==> src/rtl/dmg_vram_pkg.sv <==
// Shared types and constants for the DMG VRAM bus arbiter.
package dmg_vram_pkg;

    localparam int unsigned VRAM_AW        = 13;
    localparam logic [7:0]  VRAM_LOCK_DATA = 8'hFF;

    typedef enum logic [1:0] {
        OWN_NONE,
        OWN_PPU,
        OWN_DMA,
        OWN_CPU
    } owner_t;

    typedef enum logic {
        ST_IDLE,
        ST_BUSY
    } arb_state_t;

    // Per-access attributes latched at the arbitration point
    typedef struct packed {
        owner_t owner;
        logic   wr;
    } acc_t;

endpackage

==> src/rtl/vram_arb_pick.sv <==
// Combinational VRAM winner select: ppu > dma > cpu, with a locked-out CPU flagged as denied.
// Build option VRAM_ARB_RR_EN: dma and cpu share the second level round-robin.
module vram_arb_pick
    import dmg_vram_pkg::*;
(
    input  logic   ppu_req,
    input  logic   dma_req,
    input  logic   cpu_req,
    input  logic   ppu_lock,
    input  logic   rr_cpu_last,
    output owner_t win_c,
    output logic   deny_c
);

    logic cpu_ok;

    assign cpu_ok = cpu_req && !ppu_lock;

`ifndef VRAM_ARB_RR_EN
    logic unused_rr;
    assign unused_rr = rr_cpu_last;
`endif

    // A locked CPU never competes with DMA; it is only denied when nothing else wants the bus
    always_comb begin
        win_c  = OWN_NONE;
        deny_c = 1'b0;
        if (ppu_req) begin
            win_c = OWN_PPU;
        end else if (dma_req && cpu_ok) begin
`ifdef VRAM_ARB_RR_EN
            win_c = rr_cpu_last ? OWN_DMA : OWN_CPU;
`else
            win_c = OWN_DMA;
`endif
        end else if (dma_req) begin
            win_c = OWN_DMA;
        end else if (cpu_ok) begin
            win_c = OWN_CPU;
        end else if (cpu_req) begin
            deny_c = 1'b1;
        end
    end

endmodule

==> src/rtl/vram_bus_arbiter.sv <==
// VRAM bus sequencer shared by PPU fetch, OAM DMA reads and CPU accesses, with DMG lockout.
// Build option VRAM_ARB_RR_EN selects round-robin between dma and cpu (see vram_arb_pick).
module vram_bus_arbiter
    import dmg_vram_pkg::*;
#(
    parameter int unsigned ACC_CYC = 2,
    parameter int unsigned AW      = VRAM_AW
) (
    input  logic          clk1,
    input  logic          nreset,
    input  logic          ppu_req,
    input  logic [AW-1:0] ppu_addr,
    input  logic          ppu_lock,
    input  logic          dma_req,
    input  logic [AW-1:0] dma_addr,
    input  logic          cpu_req,
    input  logic          cpu_wr,
    input  logic [AW-1:0] cpu_addr,
    input  logic [7:0]    cpu_wdata,
    input  logic [7:0]    md_in,
    output logic [AW-1:0] ma,
    output logic [7:0]    md_out,
    output logic          md_drv,
    output logic          mcs_n,
    output logic          moe_n,
    output logic          mwr_n,
    output logic          ppu_done,
    output logic          dma_done,
    output logic          cpu_done,
    output logic          cpu_denied,
    output logic [7:0]    rdata
);

    localparam int unsigned   CW       = 3;
    localparam logic [CW-1:0] CNT_LAST = CW'(ACC_CYC - 1);

    arb_state_t    state_q, state_d;
    logic [CW-1:0] cnt_q, cnt_d;
    acc_t          acc_q, acc_d;
    logic          rr_q, rr_d;

    logic [AW-1:0] ma_d;
    logic [7:0]    md_out_d, rdata_d;
    logic          md_drv_d, mcs_n_d, moe_n_d, mwr_n_d;
    logic          ppu_done_d, dma_done_d, cpu_done_d, cpu_denied_d;

    owner_t        win_c;
    logic          deny_c;
    logic          last_c, arb_c, win_wr_c;

    vram_arb_pick u_pick (
        .ppu_req     (ppu_req),
        .dma_req     (dma_req),
        .cpu_req     (cpu_req),
        .ppu_lock    (ppu_lock),
        .rr_cpu_last (rr_q),
        .win_c       (win_c),
        .deny_c      (deny_c)
    );

    assign last_c   = (state_q == ST_BUSY) && (cnt_q == CNT_LAST);
    assign arb_c    = (state_q == ST_IDLE) || last_c;
    assign win_wr_c = (win_c == OWN_CPU) && cpu_wr;

    // Next-state, strobe decode and completion; all results are registered below
    always_comb begin
        state_d      = state_q;
        cnt_d        = cnt_q;
        acc_d        = acc_q;
        rr_d         = rr_q;
        ma_d         = ma;
        md_out_d     = md_out;
        md_drv_d     = md_drv;
        mcs_n_d      = mcs_n;
        moe_n_d      = moe_n;
        mwr_n_d      = mwr_n;
        rdata_d      = rdata;
        ppu_done_d   = 1'b0;
        dma_done_d   = 1'b0;
        cpu_done_d   = 1'b0;
        cpu_denied_d = 1'b0;

        if (state_q == ST_BUSY) begin
            if (!last_c) begin
                cnt_d   = cnt_q + CW'(1);
                mwr_n_d = !acc_q.wr;
            end else begin
                if (!acc_q.wr) begin
                    rdata_d = md_in;
                end
                ppu_done_d = (acc_q.owner == OWN_PPU);
                dma_done_d = (acc_q.owner == OWN_DMA);
                cpu_done_d = (acc_q.owner == OWN_CPU);
            end
        end

        if (arb_c) begin
            if (win_c != OWN_NONE) begin
                state_d     = ST_BUSY;
                cnt_d       = '0;
                acc_d.owner = win_c;
                acc_d.wr    = win_wr_c;
                mcs_n_d     = 1'b0;
                moe_n_d     = win_wr_c;
                mwr_n_d     = 1'b1;
                md_drv_d    = win_wr_c;
                if (win_wr_c) begin
                    md_out_d = cpu_wdata;
                end
                case (win_c)
                    OWN_PPU: ma_d = ppu_addr;
                    OWN_DMA: ma_d = dma_addr;
                    default: ma_d = cpu_addr;
                endcase
                if (win_c != OWN_PPU) begin
                    rr_d = (win_c == OWN_CPU);
                end
            end else begin
                state_d  = ST_IDLE;
                cnt_d    = '0;
                acc_d    = '{owner: OWN_NONE, wr: 1'b0};
                mcs_n_d  = 1'b1;
                moe_n_d  = 1'b1;
                mwr_n_d  = 1'b1;
                md_drv_d = 1'b0;
                // Denial is only issued from IDLE so it never shares a cycle with a completion
                if (deny_c && (state_q == ST_IDLE)) begin
                    cpu_done_d   = 1'b1;
                    cpu_denied_d = 1'b1;
                    rr_d         = 1'b1;
                    if (!cpu_wr) begin
                        rdata_d = VRAM_LOCK_DATA;
                    end
                end
            end
        end
    end

    always_ff @(posedge clk1 or negedge nreset) begin
        if (!nreset) begin
            state_q    <= ST_IDLE;
            cnt_q      <= '0;
            acc_q      <= '{owner: OWN_NONE, wr: 1'b0};
            rr_q       <= 1'b1;
            ma         <= '0;
            md_out     <= '0;
            md_drv     <= 1'b0;
            mcs_n      <= 1'b1;
            moe_n      <= 1'b1;
            mwr_n      <= 1'b1;
            rdata      <= VRAM_LOCK_DATA;
            ppu_done   <= 1'b0;
            dma_done   <= 1'b0;
            cpu_done   <= 1'b0;
            cpu_denied <= 1'b0;
        end else begin
            state_q    <= state_d;
            cnt_q      <= cnt_d;
            acc_q      <= acc_d;
            rr_q       <= rr_d;
            ma         <= ma_d;
            md_out     <= md_out_d;
            md_drv     <= md_drv_d;
            mcs_n      <= mcs_n_d;
            moe_n      <= moe_n_d;
            mwr_n      <= mwr_n_d;
            rdata      <= rdata_d;
            ppu_done   <= ppu_done_d;
            dma_done   <= dma_done_d;
            cpu_done   <= cpu_done_d;
            cpu_denied <= cpu_denied_d;
        end
    end

endmodule

==> config.mk <==
export PLATFORM = sky130hd
export DESIGN_NAME = vram_bus_arbiter
export DESIGN_NICKNAME = d
export VERILOG_FILES = /design/src/rtl/dmg_vram_pkg.sv /design/src/rtl/vram_arb_pick.sv /design/src/rtl/vram_bus_arbiter.sv
export SDC_FILE = /design/constraint.sdc
export NUM_CORES = 1
export LEC_CHECK = 0
export ABC_AREA = 1
export CORE_ASPECT_RATIO = 1.4
export CORE_MARGIN = 2
export CORE_UTILIZATION = 35
export DETAILED_ROUTE_END_ITERATION = 8
export PLACE_DENSITY = 0.75
export SETUP_SLACK_MARGIN = 0.5
export SYNTH_ARGS = -nofsm -noshare
export SYNTH_HDL_FRONTEND = slang
export SYNTH_SLANG_ARGS = --single-unit
==> constraint.sdc <==
create_clock -name clk1 -period 2.18 [get_ports clk1]
set_input_delay 0.436 -clock clk1 [delete_from_list [all_inputs] [get_ports clk1]]
set_output_delay 0.436 -clock clk1 [all_outputs]
set_load 0.03 [all_outputs]
==> Word-level counts from Yosys, hierarchy flattened <==
Cells that the tools add are included.
{ "classes": {"mux": 40, "n_eq_ne": 8, "n_bitwise": 1, "n_addsub": 1, "reduce_logical": 13} }
{ "op_table": {"columns": ["cell", "n"], "rows": [
  ["8-bit 2-to-1 mux", 7],
  ["13-bit one-hot mux with 2 select lines", 1],
  ["1-bit 2-to-1 mux", 24],
  ["3-bit 2-to-1 mux", 4],
  ["2-bit == test (second input constant)", 4],
  ["2-bit 2-to-1 mux", 4],
  ["1-bit logical AND", 5],
  ["2-bit by 1-bit == test with 1-bit output (second input constant)", 2],
  ["2-bit AND reduction", 2],
  ["2-bit nonzero test", 2],
  ["3-bit by 1-bit adder with 3-bit output (second input constant)", 1],
  ["3-bit by 1-bit == test with 1-bit output (second input constant)", 1],
  ["3-bit AND reduction", 1],
  ["1-bit logical NOT", 2],
  ["2-bit by 1-bit != test with 1-bit output (second input constant)", 1],
  ["1-bit logical OR", 1],
  ["1-bit inverter", 1]
]} }
{ "word_totals": {"register_bits": 44, "out_inout_bits": 37, "in_bits": 62} }

==> Longest topological paths before layout <==
Gate-level depths: netlist of run 1.
{ "depth": {"depth_word": 10, "mapped_depth": 8} }

==> Modules after synthesis <==
From an unflattened synthesis of run 1, not the netlist that was laid out.
{ "hier_totals": {"hier_cells": 292, "area_unflattened_um2": 2179.6} }
{ "by_module_without_submodules": {"columns": ["module", "area_each_um2", "cells_per_inst", "seq_area_each_um2", "instances"], "rows": [
  ["vram_bus_arbiter", 2147.1, 285, 1116.1, 1],
  ["vram_arb_pick", 32.5, 7, 0.0, 1]
]} }

==> Worst setup path after synthesis of run 1 <==
No wires, ideal clock.
{ "synth_timing": {"path_type": "input-to-reg", "startpoint": "input ppu_req", "endpoint": "register md_out[0]", "required_time_ns": 2.062, "setup_slack_ns": 0.947, "t_arrival_ns": 1.115, "path_buffers": 1, "path_stages": 7, "path_cell_list": "buf_4 nor2_8 nand2_4 nor2_8 nand2_4 nand2_1 nand2_1"} }
{ "synth_between": {"elab_chain_len": 4, "elab_cells_between_ends": 5, "cone_classes": "eq/ne: 1; mux: 1; reduce/logical: 3"} }
{ "synth_rtl": {"columns": ["item", "line", "text"], "rows": [
  ["start, declared", "vram_bus_arbiter.sv:11", "input logic ppu_req,"],
  ["2-bit 2-to-1 mux *", "vram_arb_pick.sv:28", "if (ppu_req) begin"],
  ["2-bit == test", null, null],
  ["1-bit logical AND", "vram_bus_arbiter.sv:63", "assign win_wr_c = (win_c == OWN_CPU) && cpu_wr;"],
  ["3-bit AND reduction (no source line) *", null, null],
  ["end signal, assigned", "vram_bus_arbiter.sv:162", "md_out <= md_out_d;"],
  ["end, declared", "vram_bus_arbiter.sv:22", "output logic [7:0] md_out,"]
]} }
Mark *: on every way between the ends. The rest lies on a longest branch, timed or not.
A chain may end at the register's enable or synchronous reset.

==> Worst setup path in the final report of run 1 <==
{ "layout_timing": {"startpoint": "register rdata[0]", "endpoint": "output rdata[0]"} }
{ "layout_lines": {"columns": ["item", "line", "text"], "rows": [
  ["start, declared", "vram_bus_arbiter.sv:31", "output logic [7:0] rdata"],
  ["start signal, assigned", "vram_bus_arbiter.sv:167", "rdata <= rdata_d;"]
]} }
No word-level cell between the ends.

==> implementation parameters, run 1 <==
Parameter                              Value

Outcome
  Run status    complete, no violations

Cells and area
  Final Core Density    0.555
  Leading cell types in the layout, fill and taps excluded    sky130_fd_sc_hd__nand2_1 (91), sky130_fd_sc_hd__nand3_1 (65), sky130_fd_sc_hd__clkdlybuf4s50_1 (60), sky130_fd_sc_hd__dfrtp_1 (32), sky130_fd_sc_hd__dlygate4sd2_1 (27)
  Filler Cells Inserted    547
  Number of nets in the layout    between 400 and 500
  Leading cell type in the layout, fill and taps excluded    sky130_fd_sc_hd__nand2_1
  Number of antenna repair diodes    0
  Share of layout cells above drive strength 1    0.111
  Area overhead of the layout relative to synthesis    53.8%

Timing
  Setup Skew    5.29 ps
  Min Tclk post-route    1640 ps
  Fin Setup TNS    0 ps
  Setup violations, final    0
  Normalized max-slew margin    0.782
  Final number of max-transition violations    0
  RSZ-0062 raised after global routing    no
  Tightest Pin Transition    327 ps
  Portion of the clock cycle consumed by the worst path in the final layout    0.753
  Maximum operating frequency    609 MHz
  Final Hold Fails    0

Clocking
  Root Driver    sky130_fd_sc_hd__clkbuf_8
  Clock latency on the worst-skew pair    290 ps
  CTS hold repair buffers    0
  TritonCTS clock tree    yes
  Maximum buffer depth of the clock tree    2
  Clock edge transition at the registers on the reported setup and hold paths    80 ps
  Number of buffers inserted during clock tree synthesis    5
  Count of clock tree sinks    43
  H-tree levels    2

Yosys
  Syn. warnings    0
  Netlist Area Pre-Place    0.00210 mm2
  Largest cells by area after synthesis    sky130_fd_sc_hd__dfrtp_1 (38%), sky130_fd_sc_hd__nand2_1 (16%), sky130_fd_sc_hd__nand3_1 (15%)
  Mapped Cells    250
  Number of synthesized register bits    43
  Share of Yosys cell area claimed by the top area cell type    0.381
  Number of nets produced by synthesis    314
  Largest area contributor in the synthesized netlist    sky130_fd_sc_hd__dfrtp_1
  Library cells used by synthesis    22
  Seq/Total Area, Yosys    0.519
  Average cell area after synthesis    around 8.4 um2

Worst setup path
  Worst setup SP type    flop
  Cell with the largest stage delay on the worst path    sky130_fd_sc_hd__dfstp_2
  Critical Path Max Stage Delay    530 ps
  Highest net fanout along the worst path    2
  Critical Path RT    1740 ps
  Buf+Inv Stages, Crit Path    1
  Critical path endpoint category    output pin
  Cell family contributing the most delay on the critical path    flip-flops
  Register-to-register setup slack    710 ps
  Arrival time at the worst endpoint    between 1000 and 1500 ps
  Crit path cell chain    dlygate4sd2_1
  Critical setup path kind    reg -> out

Global route
  Number of global-route vias before repair    1958
  Largest net degree at the start of global routing    44
  Tot GR Track Use    0.172
  Met3 capacity usage during global routing    0.0444
  Wire length of the first global-routing pass    roughly 9000 um
  Number of antenna violations at the first check in global routing    0
  Met2 Track Usage GR    0.303
  Most crowded layer after global routing    met2
  GR Overflow Total    0
  GR Layer Usage met1    0.211

Floorplanning
  Initial core utilization    0.361
  Y dimension of the die    around 96 um
  Die area    0.00665 mm2
  X dimension of the die    69.5 um
  Cell Rows    33
  Standard cell core area    0.00582 mm2
  I/O pin cnt    between 90 and 100

Job
  Maximum capacitance violations    0

Power and ir drop
  Maximum vdd ir drop    between 0.6 and 0.7 mV
  Leakage power figure    ~1.7 nW
  Tot Pwr    0.00406 W
  Pwr/cell area    1260 mW/mm2

Min path
  Hold WC Path Type    in -> async

Drt
  Vias    1944
  Residual DRC count    0
  Initial DRC count    between 70 and 80
  Total wire length    5460 um
  Pre-antenna DRT Iters    4
  Number of routed nets with antenna violations    0
  Final routed wire length divided by cell count    13.0 um
  Via-to-Cell Ratio    4.62

Placed design
  HPWL Detailed    between 4000 and 5000 um
  # port buffers    98
  Final weighted congestion of routability-driven global placement    0.776
cell families (layout without fill, tap and decap cells):
group / after synthesis / count (layout) / synth area share
AO/OA/AOI/OAI: 3 / 3 / 0.00774
XOR/XNOR: 1 / 1 / 0.00417
adder cells (fa/ha/maj): 2 / 2 / 0.0119
buffers and inverters: 26 / 127 / 0.0631
flip-flops: 43 / 43 / 0.519
AND/OR/NAND/NOR: 175 / 175 / 0.394
metrics by stage:
step | instance area (um2) | setup WS, ps | cells | hold slack [ps]
finish | 3230 | 539 | 421 | 112
global route | 3230 | 508 | 421 | 120
CTS | 3220 | 501 | 421 | 110
detailed placement | 3150 | 326 | 413 | 432
global placement | 3150 | 397 | 413 | 428
floorplan | 2100 | 947 | 250 | 140
Yosys cell counts:
cell type	count
sky130_fd_sc_hd__a21oi_1	1
sky130_fd_sc_hd__buf_2	7
sky130_fd_sc_hd__buf_4	3
sky130_fd_sc_hd__buf_6	2
sky130_fd_sc_hd__clkinv_1	1
sky130_fd_sc_hd__dfrtp_1	32
sky130_fd_sc_hd__dfstp_2	11
sky130_fd_sc_hd__ha_1	2
sky130_fd_sc_hd__inv_1	11
sky130_fd_sc_hd__inv_2	2
sky130_fd_sc_hd__nand2_1	91
sky130_fd_sc_hd__nand2_2	1
sky130_fd_sc_hd__nand2_4	4
sky130_fd_sc_hd__nand3_1	65
sky130_fd_sc_hd__nand3_4	1
sky130_fd_sc_hd__nand4_2	1
sky130_fd_sc_hd__nor2_1	8
sky130_fd_sc_hd__nor2_8	2
sky130_fd_sc_hd__nor3_1	2
sky130_fd_sc_hd__o21ai_0	1
sky130_fd_sc_hd__o22ai_1	1
sky130_fd_sc_hd__xnor2_1	1
timing repair:
item,CTS,global route
setup endpoints to repair,37,19
gates resized for setup,37,12
buffers inserted,0,0
layer usage:
metal / wire length (um) / vias up
met5: 0 / -
met4: 39 / 0
met3: 345 / 4
met2: 2810 / 65
met1: 2270 / 871
li1: - / 1004
worst paths after layout:
kind,startpoint,depth (start not counted),end
max,rdata[0],1,rdata[0]
min,nreset,2,cpu_denied
max reg2reg,cnt_q[1],8,md_out[6]
min reg2reg,acc_q[2],1,ppu_done
max in group asynchronous,nreset,2,rdata[1]
min in group clk1,acc_q[2],1,ppu_done
report_power, final:
part / total, W / internal (W) / switching, W
registers: 0.00141 / 0.00122 / 0.000192
clock network: 0.000634 / 0.000371 / 0.000264
logic: 0.00202 / 0.000691 / 0.00133
state kept, by name, indices dropped and copies added, names as in the netlist, 2 cells and up:
register and count:
acc_q 2, cnt_q 3, ma 13, md_out 8, rdata 8
area by class of cell:
class                           count  area [um2]  share of cell area
Sequential cell                    43        1090               0.337
Clock inverter                      2        35.0              0.0108
Inverter                           14        52.6              0.0163
Timing Repair Buffer              105        1010               0.311
Clock buffer                        6        82.6              0.0256
Tap cell                           70        87.6              0.0271
Multi-Input combinational cell    181         878               0.272
Power figures use the tool's default switching activity.
==> run 2: changes to the inputs <==
Clock period 2.18 ns to 1.68 ns, I/O delays scaled along.
==> implementation parameters, run 2 (synthesized netlist as in run 1, its figures left out) <==
Parameter                              Value

Outcome
  Run status    complete, no violations

Timing
  Final Hold Fails    0 (unchanged)
  Portion of the clock cycle consumed by the worst path in the final layout    0.778
  Final number of max-transition violations    0 (unchanged)
  RSZ-0062 raised after global routing    yes
  Normalized max-slew margin    0.826 (+0.0446)
  PnR worst setup slack    372 ps (-167 ps)
  Min Tclk post-route    1310 ps
  Tightest Pin Transition    261 ps (-65.9 ps)
  Setup Skew    5.76 ps (+0.469 ps)
  Maximum operating frequency    around 760 MHz
  Setup violations, final    0 (unchanged)

Worst setup path
  Critical Path Max Stage Delay    550 ps (+20 ps)
  Critical Path RT    1340 ps (-400 ps)
  End of the worst register-to-register path    acc_q[1]
  Cell family contributing the most delay on the critical path    flip-flops
  Logic depth of the worst setup path including buffers    1 (unchanged)
  Register-to-register setup slack    400 ps (-310 ps)
  Critical setup path kind    reg -> out
  Critical path endpoint category    output pin
  R2r worst-path depth    8 (unchanged)
  Buf+Inv Stages, Crit Path    1 (unchanged)
  Worst setup SP type    flop
  Source of the worst register-to-register timing path    cnt_q[1]
  Worst setup path end    moe_n
  Arrival time at the worst endpoint    970 ps (-240 ps)
  Cell with the largest stage delay on the worst path    sky130_fd_sc_hd__dfstp_2
  Crit path from    moe_n
  Highest net fanout along the worst path    2 (unchanged)
  Crit path cell chain    buf_6

Cells and area
  Leading cell types in the layout, fill and taps excluded    sky130_fd_sc_hd__nand2_1 (73), sky130_fd_sc_hd__clkdlybuf4s50_1 (56), sky130_fd_sc_hd__buf_6 (45), sky130_fd_sc_hd__nand3_2 (34), sky130_fd_sc_hd__buf_4 (34)
  Number of antenna repair diodes    0 (unchanged)
  Area overhead of the layout relative to synthesis    94.6%
  Number of nets in the layout    458 (+11%)
  Share of layout cells above drive strength 1    0.461 (+0.350)
  Leading cell type in the layout, fill and taps excluded    sky130_fd_sc_hd__nand2_1
  Final instance area    0.00409 mm2 (+26%)
  Top register by number of flip-flops    ma
  Number of flip-flops under the largest register name    13 (unchanged)
  Largest registers in the final layout    ma (13), md_out (8), rdata (8)
  Final instance count without filler cells    465 (+10%)

Floorplanning
  Cell Rows    33 (unchanged)
  X dimension of the die    69.5 um (unchanged)
  Die area    0.00665 mm2 (unchanged)
  Y dimension of the die    95.7 um (unchanged)
  Initial core utilization    0.361 (unchanged)
  Standard cell core area    0.00582 mm2 (unchanged)
  I/O pin cnt    99 (unchanged)

Global route
  Largest net degree at the start of global routing    44 (unchanged)
  GR Overflow Total    0 (unchanged)
  Wire length of the first global-routing pass    10600 um (+16%)
  Tot GR Track Use    0.198 (+0.0261)
  Number of antenna violations at the first check in global routing    0 (unchanged)
  Number of global-route vias before repair    2279 (+16%)

Clocking
  Clock latency on the worst-skew pair    290 ps (about the same)
  Count of clock tree sinks    43 (unchanged)
  CTS hold repair buffers    0 (unchanged)
  Clock edge transition at the registers on the reported setup and hold paths    80 ps (about the same)
  TritonCTS clock tree    yes
  Number of buffers inserted during clock tree synthesis    5 (unchanged)
  Root Driver    sky130_fd_sc_hd__clkbuf_8
  H-tree levels    2 (unchanged)
  Maximum buffer depth of the clock tree    2 (unchanged)

Drt
  Number of routed nets with antenna violations    0 (unchanged)
  Residual DRC count    0 (unchanged)
  Initial DRC count    68 (-6.8%)
  Final routed wire length divided by cell count    14.0 um (+8.3%)
  Total wire length    6530 um (+20%)
  Via-to-Cell Ratio    4.87 (+5.4%)
  Pre-antenna DRT Iters    4 (unchanged)
  Vias    2263 (+16%)

Power and ir drop
  Clk network pwr share    0.112 (-0.044)
  Switch Pwr    0.00307 W (+72%)
  Maximum vdd ir drop    0.972 mV (+53%)
  Switching share of power    0.413 (-0.0254)
  Leakage power figure    2.02 nW (+21%)
  Internal portion of total power    0.00436 W (+91%)
  Logic pwr share    0.627 (+0.130)
  Pwr/cell area    1820 mW/mm2 (+44%)
  Reg power frac    0.261 (-0.086)

Job
  Maximum capacitance violations    0 (unchanged)

Placed design
  Setup slack at placement    -15.8 ps (-342 ps)
  HPWL Detailed    4340 um (+5.6%)
  Final weighted congestion of routability-driven global placement    0.772 (-0.50%)
  Number of placed instances, taps included    420 (+1.7%)
  Placed cell areas    0.00322 mm2 (+2.1%)
  # port buffers    98 (unchanged)

Min path
  Hold WC Path Type    in -> async
[run 2: final cells by class]
| type | count | area [um2] |
|---|---|---|
| multi-input combinational | 183 | 1230 |
| timing repair buffer | 147 | 1500 |
| sequential | 43 | 1090 |
| tap | 70 | 87.6 |
| clock buffer | 6 | 82.6 |
| clock inverter | 2 | 35.0 |
| fill | 407 | 1730 |
| inverter | 14 | 56.3 |
[run 2: routing by layer]
metal  vias to the layer above  share of wire  global-route usage
met5                         -              0                   0
met4                         0          0.028              0.0621
met2                        76           0.54               0.365
met1                      1080           0.38               0.228
met3                        15          0.053              0.0455
li1                       1092              -                   -
[run 2: worst register-to-register path, stage by stage, from the launching register on]
cell and delay, ps:
sky130_fd_sc_hd__dfrtp_1 350, sky130_fd_sc_hd__inv_1 50, sky130_fd_sc_hd__ha_2 180, sky130_fd_sc_hd__nand2_4 110, sky130_fd_sc_hd__nand2_8 90, sky130_fd_sc_hd__buf_12 150, sky130_fd_sc_hd__buf_16 130, sky130_fd_sc_hd__nand2_1 60
sky130_fd_sc_hd__o22ai_1 60
[run 2: through the flow]
stage	utilization	total power, W	hold WS, ps	TNS, ps
5_1_grt	0.702	0.00783	17.5	0
3_3_place_gp	0.552	0.00473	328	0
3_5_place_dp	0.552	0.00480	330	-15.8
2_1_floorplan	-	0.00360	40.4	0
4_1_cts	0.668	0.00701	8.16	0
6_report	0.702	0.00743	12.2	0
[run 2: power by group through the flow]
stage | sequential [W] | combinational, W | clock (W)
floorplan | 0.00261 | 0.000988 | 0
global placement | 0.00186 | 0.00287 | 0
detailed placement | 0.00187 | 0.00293 | 0
CTS | 0.00194 | 0.00421 | 0.000850
global route | 0.00199 | 0.00494 | 0.000902
finish | 0.00194 | 0.00466 | 0.000829
[run 2: timing repair]
action                     in CTS  in global routing
gates resized for setup       332                 27
pin swaps                      58                 12
setup endpoints to repair      78                 77
gates cloned                    4                  0
buffers inserted               19                 14
[run 2: worst min path at each step]
stage	to	slack (ps)	cells after the start
floorplan	acc_q[1]	40	0
global placement	ma[10]	330	2
detailed placement	ma[10]	330	2
CTS	ma[5]	8	2
global route	cnt_q[2]	20	2
finish	cnt_q[2]	10	2
==> run 3: changes to the inputs <==
Settings changed: PLACE_DENSITY 0.75 to 0.78.
Clock period 1.68 ns to 1.1 ns, I/O delays scaled along.
==> implementation parameters, run 3 (synthesized netlist as in run 1, its figures left out) <==
Parameter                              Value

Worst setup path
  Logic depth of the worst setup path including buffers    7 (+6)
  Critical path endpoint category    flop
  Arrival time at the worst endpoint    1480 ps (+510 ps)
  Worst setup SP type    flop
  Critical setup path kind    reg -> reg
  Buf+Inv Stages, Crit Path    2 (+1)
  Worst setup path end    rdata[3]
  Source of the worst register-to-register timing path    cnt_q[1]
  Cell family contributing the most delay on the critical path    simple AND/OR/NAND/NOR gates
  Cell with the largest stage delay on the worst path    sky130_fd_sc_hd__dfrtp_1
  Critical Path RT    1320 ps (-20 ps)
  Crit path cell chain    inv_1 -> ha_2 -> nand2_4 -> nor2_4 -> buf_6 -> nand3_1 -> nand3_1
  Crit path top cell by count    sky130_fd_sc_hd__nand3_1
  Highest net fanout along the worst path    8 (+6)
  End of the worst register-to-register path    rdata[3]
  Register-to-register setup slack    -160 ps (-560 ps)
  R2r worst-path depth    7 (-1)
  Critical Path Max Stage Delay    380 ps (-170 ps)
  Crit path from    cnt_q[1]

Floorplanning
  Cell Rows    33 (unchanged)
  Initial core utilization    0.361 (unchanged)
  Standard cell core area    0.00582 mm2 (unchanged)
  Y dimension of the die    95.7 um (unchanged)
  I/O pin cnt    99 (unchanged)
  X dimension of the die    69.5 um (unchanged)
  Die area    0.00665 mm2 (unchanged)

Drt
  Total wire length    5940 um (-9.0%)
  Met3 wire length    349 um (+0.29%)
  Number of routed nets with antenna violations    0 (unchanged)
  Pre-antenna DRT Iters    4 (unchanged)
  Via-to-Cell Ratio    4.85 (-0.42%)
  Vias    2205 (-2.6%)
  Met1 routed wirelength after detailed routing    2300 um (-6.4%)
  Residual DRC count    0 (unchanged)
  Final routed wire length divided by cell count    13.1 um (-7.0%)
  Met2 WL post-DR    3200 um (-9.6%)
  Top layer in use    met4
  Initial DRC count    83 (+22%)

Clocking
  Clock latency on the worst-skew pair    300 ps (about the same)
  TritonCTS clock tree    yes
  Root Driver    sky130_fd_sc_hd__clkbuf_8
  Number of buffers inserted during clock tree synthesis    5 (unchanged)
  H-tree levels    2 (unchanged)
  Count of clock tree sinks    43 (unchanged)
  Clock edge transition at the registers on the reported setup and hold paths    80 ps (about the same)
  Maximum buffer depth of the clock tree    2 (unchanged)

Min path
  Hold WC Path Type    in -> async

Timing
  Tightest Pin Transition    311 ps (+50.8 ps)
  Min Hold Slack    -196 ps (-208 ps)
  Setup Skew    8.76 ps (+3.00 ps)
  Setup violations, final    53 (+53)
  PnR worst setup slack    -157 ps (-529 ps)
  Final number of max-transition violations    0 (unchanged)
  Normalized max-slew margin    0.792 (-0.0339)
  Final Hold Fails    10 (+10)
  Min Tclk post-route    around 1300 ps
  RSZ-0062 raised after global routing    yes
  Maximum operating frequency    796 MHz
  Portion of the clock cycle consumed by the worst path in the final layout    1.14

Cells and area
  Final instance count without filler cells    455 (-2.2%)
  Area occupied by registers    0.00112 mm2 (+3.0%)
  Leading cell types in the layout, fill and taps excluded    sky130_fd_sc_hd__nand2_1 (89), sky130_fd_sc_hd__nand3_1 (60), sky130_fd_sc_hd__clkdlybuf4s50_1 (57), sky130_fd_sc_hd__buf_6 (38), sky130_fd_sc_hd__buf_4 (30)
  Leading cell type in the layout, fill and taps excluded    sky130_fd_sc_hd__nand2_1
  Number of flip-flops under the largest register name    13 (unchanged)
  Filler Cells Inserted    491 (+21%)
  Largest registers in the final layout    ma (13), md_out (8), rdata (8)
  Area overhead of the layout relative to synthesis    80.2%
  Top register by number of flip-flops    ma
  Total area of multi-input combinational cells    981 um2 (-21%)
  Final instance area    0.00379 mm2 (-7.4%)
  Number of antenna repair diodes    0 (unchanged)
  Number of nets in the layout    448 (-2.2%)
  Share of layout cells above drive strength 1    0.382 (-0.0789)

Global route
  Tot GR Track Use    0.188 (-0.0105)
  Largest net degree at the start of global routing    34 (-23%)
  Number of antenna violations at the first check in global routing    0 (unchanged)
  Number of global-route vias before repair    2152 (-5.6%)
  GR Overflow Total    0 (unchanged)
  Wire length of the first global-routing pass    9830 um (-7.1%)

Placed design
  Number of placed instances, taps included    429 (+2.1%)
  Final weighted congestion of routability-driven global placement    0.773 (+0.12%)
  Placed cell areas    0.00330 mm2 (+2.5%)
  HPWL Detailed    4300 um (-1.0%)
  # port buffers    98 (unchanged)

Outcome
  Run status    finished with violations
  Violated checks    hold timing, setup timing

Power and ir drop
  Pwr/cell area    2630 mW/mm2 (+45%)
  Maximum vdd ir drop    1.37 mV (+41%)
  Leakage power figure    1.84 nW (-8.8%)

Job
  Maximum capacitance violations    0 (unchanged)
==> run 3: layout make-up <==
cell class	instances	area share
clock buffers	7	0.0228
clock inverters	1	0.00132
inverters	14	0.0139
multi-input cells	182	0.259
flip-flops and latches	43	0.297
well taps	70	0.0231
repair buffers	138	0.383
==> run 3: worst min-delay path by stage <==
| stage | start | to | slack, ps |
|---|---|---|---|
| final | nreset | ma[12] | -200 |
| after global routing | nreset | ma[5] | -200 |
| after CTS | nreset | ma[12] | -200 |
| after detailed placement | nreset | ma[3] | 130 |
| after global placement | nreset | ma[3] | 120 |
| after floorplan | nreset | acc_q[1] | -80 |
==> run 3: metrics by stage <==
step	setup TNS (ps)	power, W	util	setup WS [ps]
floorplan	-916	0.00573	-	-43.7
global placement	-13930	0.00738	0.566	-423
detailed placement	-15580	0.00748	0.566	-470
CTS	-5910	0.00981	0.638	-149
global route	-9030	0.0106	0.650	-236
finish	-5780	0.00998	0.650	-157
==> run 3: power by group <==
| part | internal, W | switching [W] | leakage [nW] |
|---|---|---|---|
| clock | 0.000506 | 0.000509 | 0.0482 |
| combinational | 0.00287 | 0.00307 | 1.31 |
| sequential | 0.00250 | 0.000520 | 0.490 |
==> run 3: worst register-to-register path: stages (launching register included) <==
cell                      delay (ps)
sky130_fd_sc_hd__dfrtp_1         380
sky130_fd_sc_hd__inv_1            60
sky130_fd_sc_hd__ha_2            180
sky130_fd_sc_hd__nand2_4         100
sky130_fd_sc_hd__nor2_4          170
sky130_fd_sc_hd__buf_6           150
sky130_fd_sc_hd__nand3_1          70
sky130_fd_sc_hd__nand3_1          90
==> run 3: routing by layer <==
| metal | track usage | vias to the layer above |
|---|---|---|
| met4 | 0.0735 | 0 |
| met5 | 0 | - |
| met1 | 0.217 | 1035 |
| met3 | 0.0412 | 7 |
| met2 | 0.339 | 86 |
| li1 | - | 1077 |
==> run 3: repair_timing <==
item	CTS	global route
cloned	3	0
buffers inserted	7	8
gates resized for setup	57	4
pin swaps	4	5
setup endpoints to repair	80	80
endpoints found under the hold margin	10	10
==> patch (flow settings as in run 1) <==
Add a define of `VRAM_ARB_RR_EN`.
--- a/src/rtl/vram_arb_pick.sv
+++ b/src/rtl/vram_arb_pick.sv
@@ -1,5 +1,7 @@
 // Combinational VRAM winner select: ppu > dma > cpu, with a locked-out CPU flagged as denied.
 // Build option VRAM_ARB_RR_EN: dma and cpu share the second level round-robin.
+`define VRAM_ARB_RR_EN
+
 module vram_arb_pick
     import dmg_vram_pkg::*;
 (
Check against the original RTL: not equivalent (a bounded check fails within 4 cycles, from zero or initial values and one cycle with nreset low).
==> patch against run 1 <==
Combinational power up 9.9%; cell count up 5.2%; fmax down 2.4%; final area grew 8.6%; sequential cell count increased by 1; wire length increased by 9.6%; first-iteration DRC count is 70% higher; power rose by 2.5%; highest routed layer unchanged; setup slack got worse by 0.041 ns; area after synthesis rose by 3.5%; die area rose by 3.3%.
==> patch: results (changes against run 1) <==
first-pass GRT wire length 9440 µm (was 9130 µm); Global Route Usage Sum 17.3% (was 17.2%); hpwl dp 4240 µm (was 4110 µm); status complete, no violations (unchanged); Flop pwr share 34.7% (about the same); layout cells sized above 1 24.3% (was 11.1%); Switch Pwr 0.00189 W (was 0.00178 W); met2 Use GR 32.0% (was 30.3%); post-synthesis net count 326 (was 314); CP max FO 6 (was 2); Unique masters post-synth 27 (was 22); 1st-iter DRT viols 124 (was 73); VDD IR max 0.000385 V (was 0.000635 V); Worst R2R End ma[4] (was md_out[6]); Seq/Total Area, Yosys 51.3% (was 51.9%); met1 usage 18.8% (was 21.1%); WL final 5980 µm (was 5460 µm); leakage power 1.73 nW (was 1.67 nW); Commonest cells post-synth nand2_1 (99), nand3_1 (45), dfrtp_1 (32), inv_1 (14), or2_2 (13) (was nand2_1 (91), nand3_1 (65), dfrtp_1 (32), dfstp_2 (11), inv_1 (11)); Worst Skew 0.00401 ns (was 0.00529 ns); Final nets 438 (was 414); largest net degree at the start of global routing 45 (was 44); Largest regs ma: 13 flops, md_out: 8 flops, rdata: 8 flops (unchanged); Hold WS 0.209 ns (was 0.112 ns); Worst Tran Pin Value 0.554 ns (was 0.327 ns); GPL Wtd Cong 0.774 (was 0.776); Worst Setup SP rr_q (was rdata[0]); vias in the first global route 2,064 (was 1,958); R2R depth 8 (unchanged); clock share of power 12.1% (was 15.6%); M3 GR Usage 3.32% (was 4.44%); CP Capture Point ma[4] (was rdata[0]); post-DR vias/cell 4.72 (was 4.62); Area contributors post-synth dfrtp_1 (37%), nand2_1 (17%), dfstp_2 (14%), nand3_1 (10%), or2_2 (3.7%) (was dfrtp_1 (38%), nand2_1 (16%), nand3_1 (15%), dfstp_2 (14%), nand2_4 (2.1%)); WP data arrival 1.88 ns (was 1.21 ns); htree depth 2 (unchanged); Synthesis Warnings 0 (unchanged); reg-to-reg slack, setup 0.50 ns (was 0.71 ns)
-- patch: metrics by stage --
stage               setup slack (ns)  total power [W]  cells  util, %  cell area [µm²]
floorplan                      0.502          0.00288    258        -             2200
global placement             -0.0246          0.00371    431     53.8             3290
detailed placement           -0.0749          0.00378    431     53.8             3290
CTS                            0.480          0.00413    441     55.5             3400
global route                   0.440          0.00445    443     57.3             3510
finish                         0.498          0.00416    443     57.3             3510
-- patch: cell type report --
class / instances / area (µm²)
Clock inverter: 3 / 18.8
Sequential cell: 44 / 1120
Timing Repair Buffer: 111 / 1050
Timing Repair inverter: 2 / 12.5
Tap cell: 72 / 90.1
Inverter: 18 / 80.1
Clock buffer: 5 / 68.8
Fill cell: 597 / 2620
Multi-Input combinational cell: 188 / 1080
-- patch: timing repair --
| action | 4_1_cts | 5_1_grt |
|---|---|---|
| gates resized for setup | 61 | 30 |
| setup endpoints to repair | 72 | 38 |
| pin swaps | 3 | 3 |
| buffers inserted | 0 | 2 |
| gates cloned | 2 | 0 |
-- patch: logic make-up (layout without fill, tap and decap cells) --
group                    after synthesis  in the layout  synth area share, %
AO/OA/AOI/OAI                          6              6                 1.90
XOR/XNOR                               1              1                0.403
adder cells (fa/ha/maj)                6              6                 3.45
buffers and inverters                 26            139                 6.21
flip-flops                            44             44                 51.3
AND/OR/NAND/NOR                      175            175                 36.7
-- patch: routing by layer --
| layer | wire (µm) | up-vias |
|---|---|---|
| met1 | 2180 | 982 |
| met2 | 3390 | 62 |
| met4 | 155 | 0 |
| met5 | 0 | - |
| li1 | - | 1035 |
| met3 | 249 | 14 |
-- patch: critical path, delay by kind of cell, from the launching register on --
kind / cells / cell delay [ns]
buffers and inverters: 1 / 0.07
flip-flops: 1 / 0.54
AND/OR/NAND/NOR: 6 / 0.63
adder cells (fa/ha/maj): 1 / 0.35
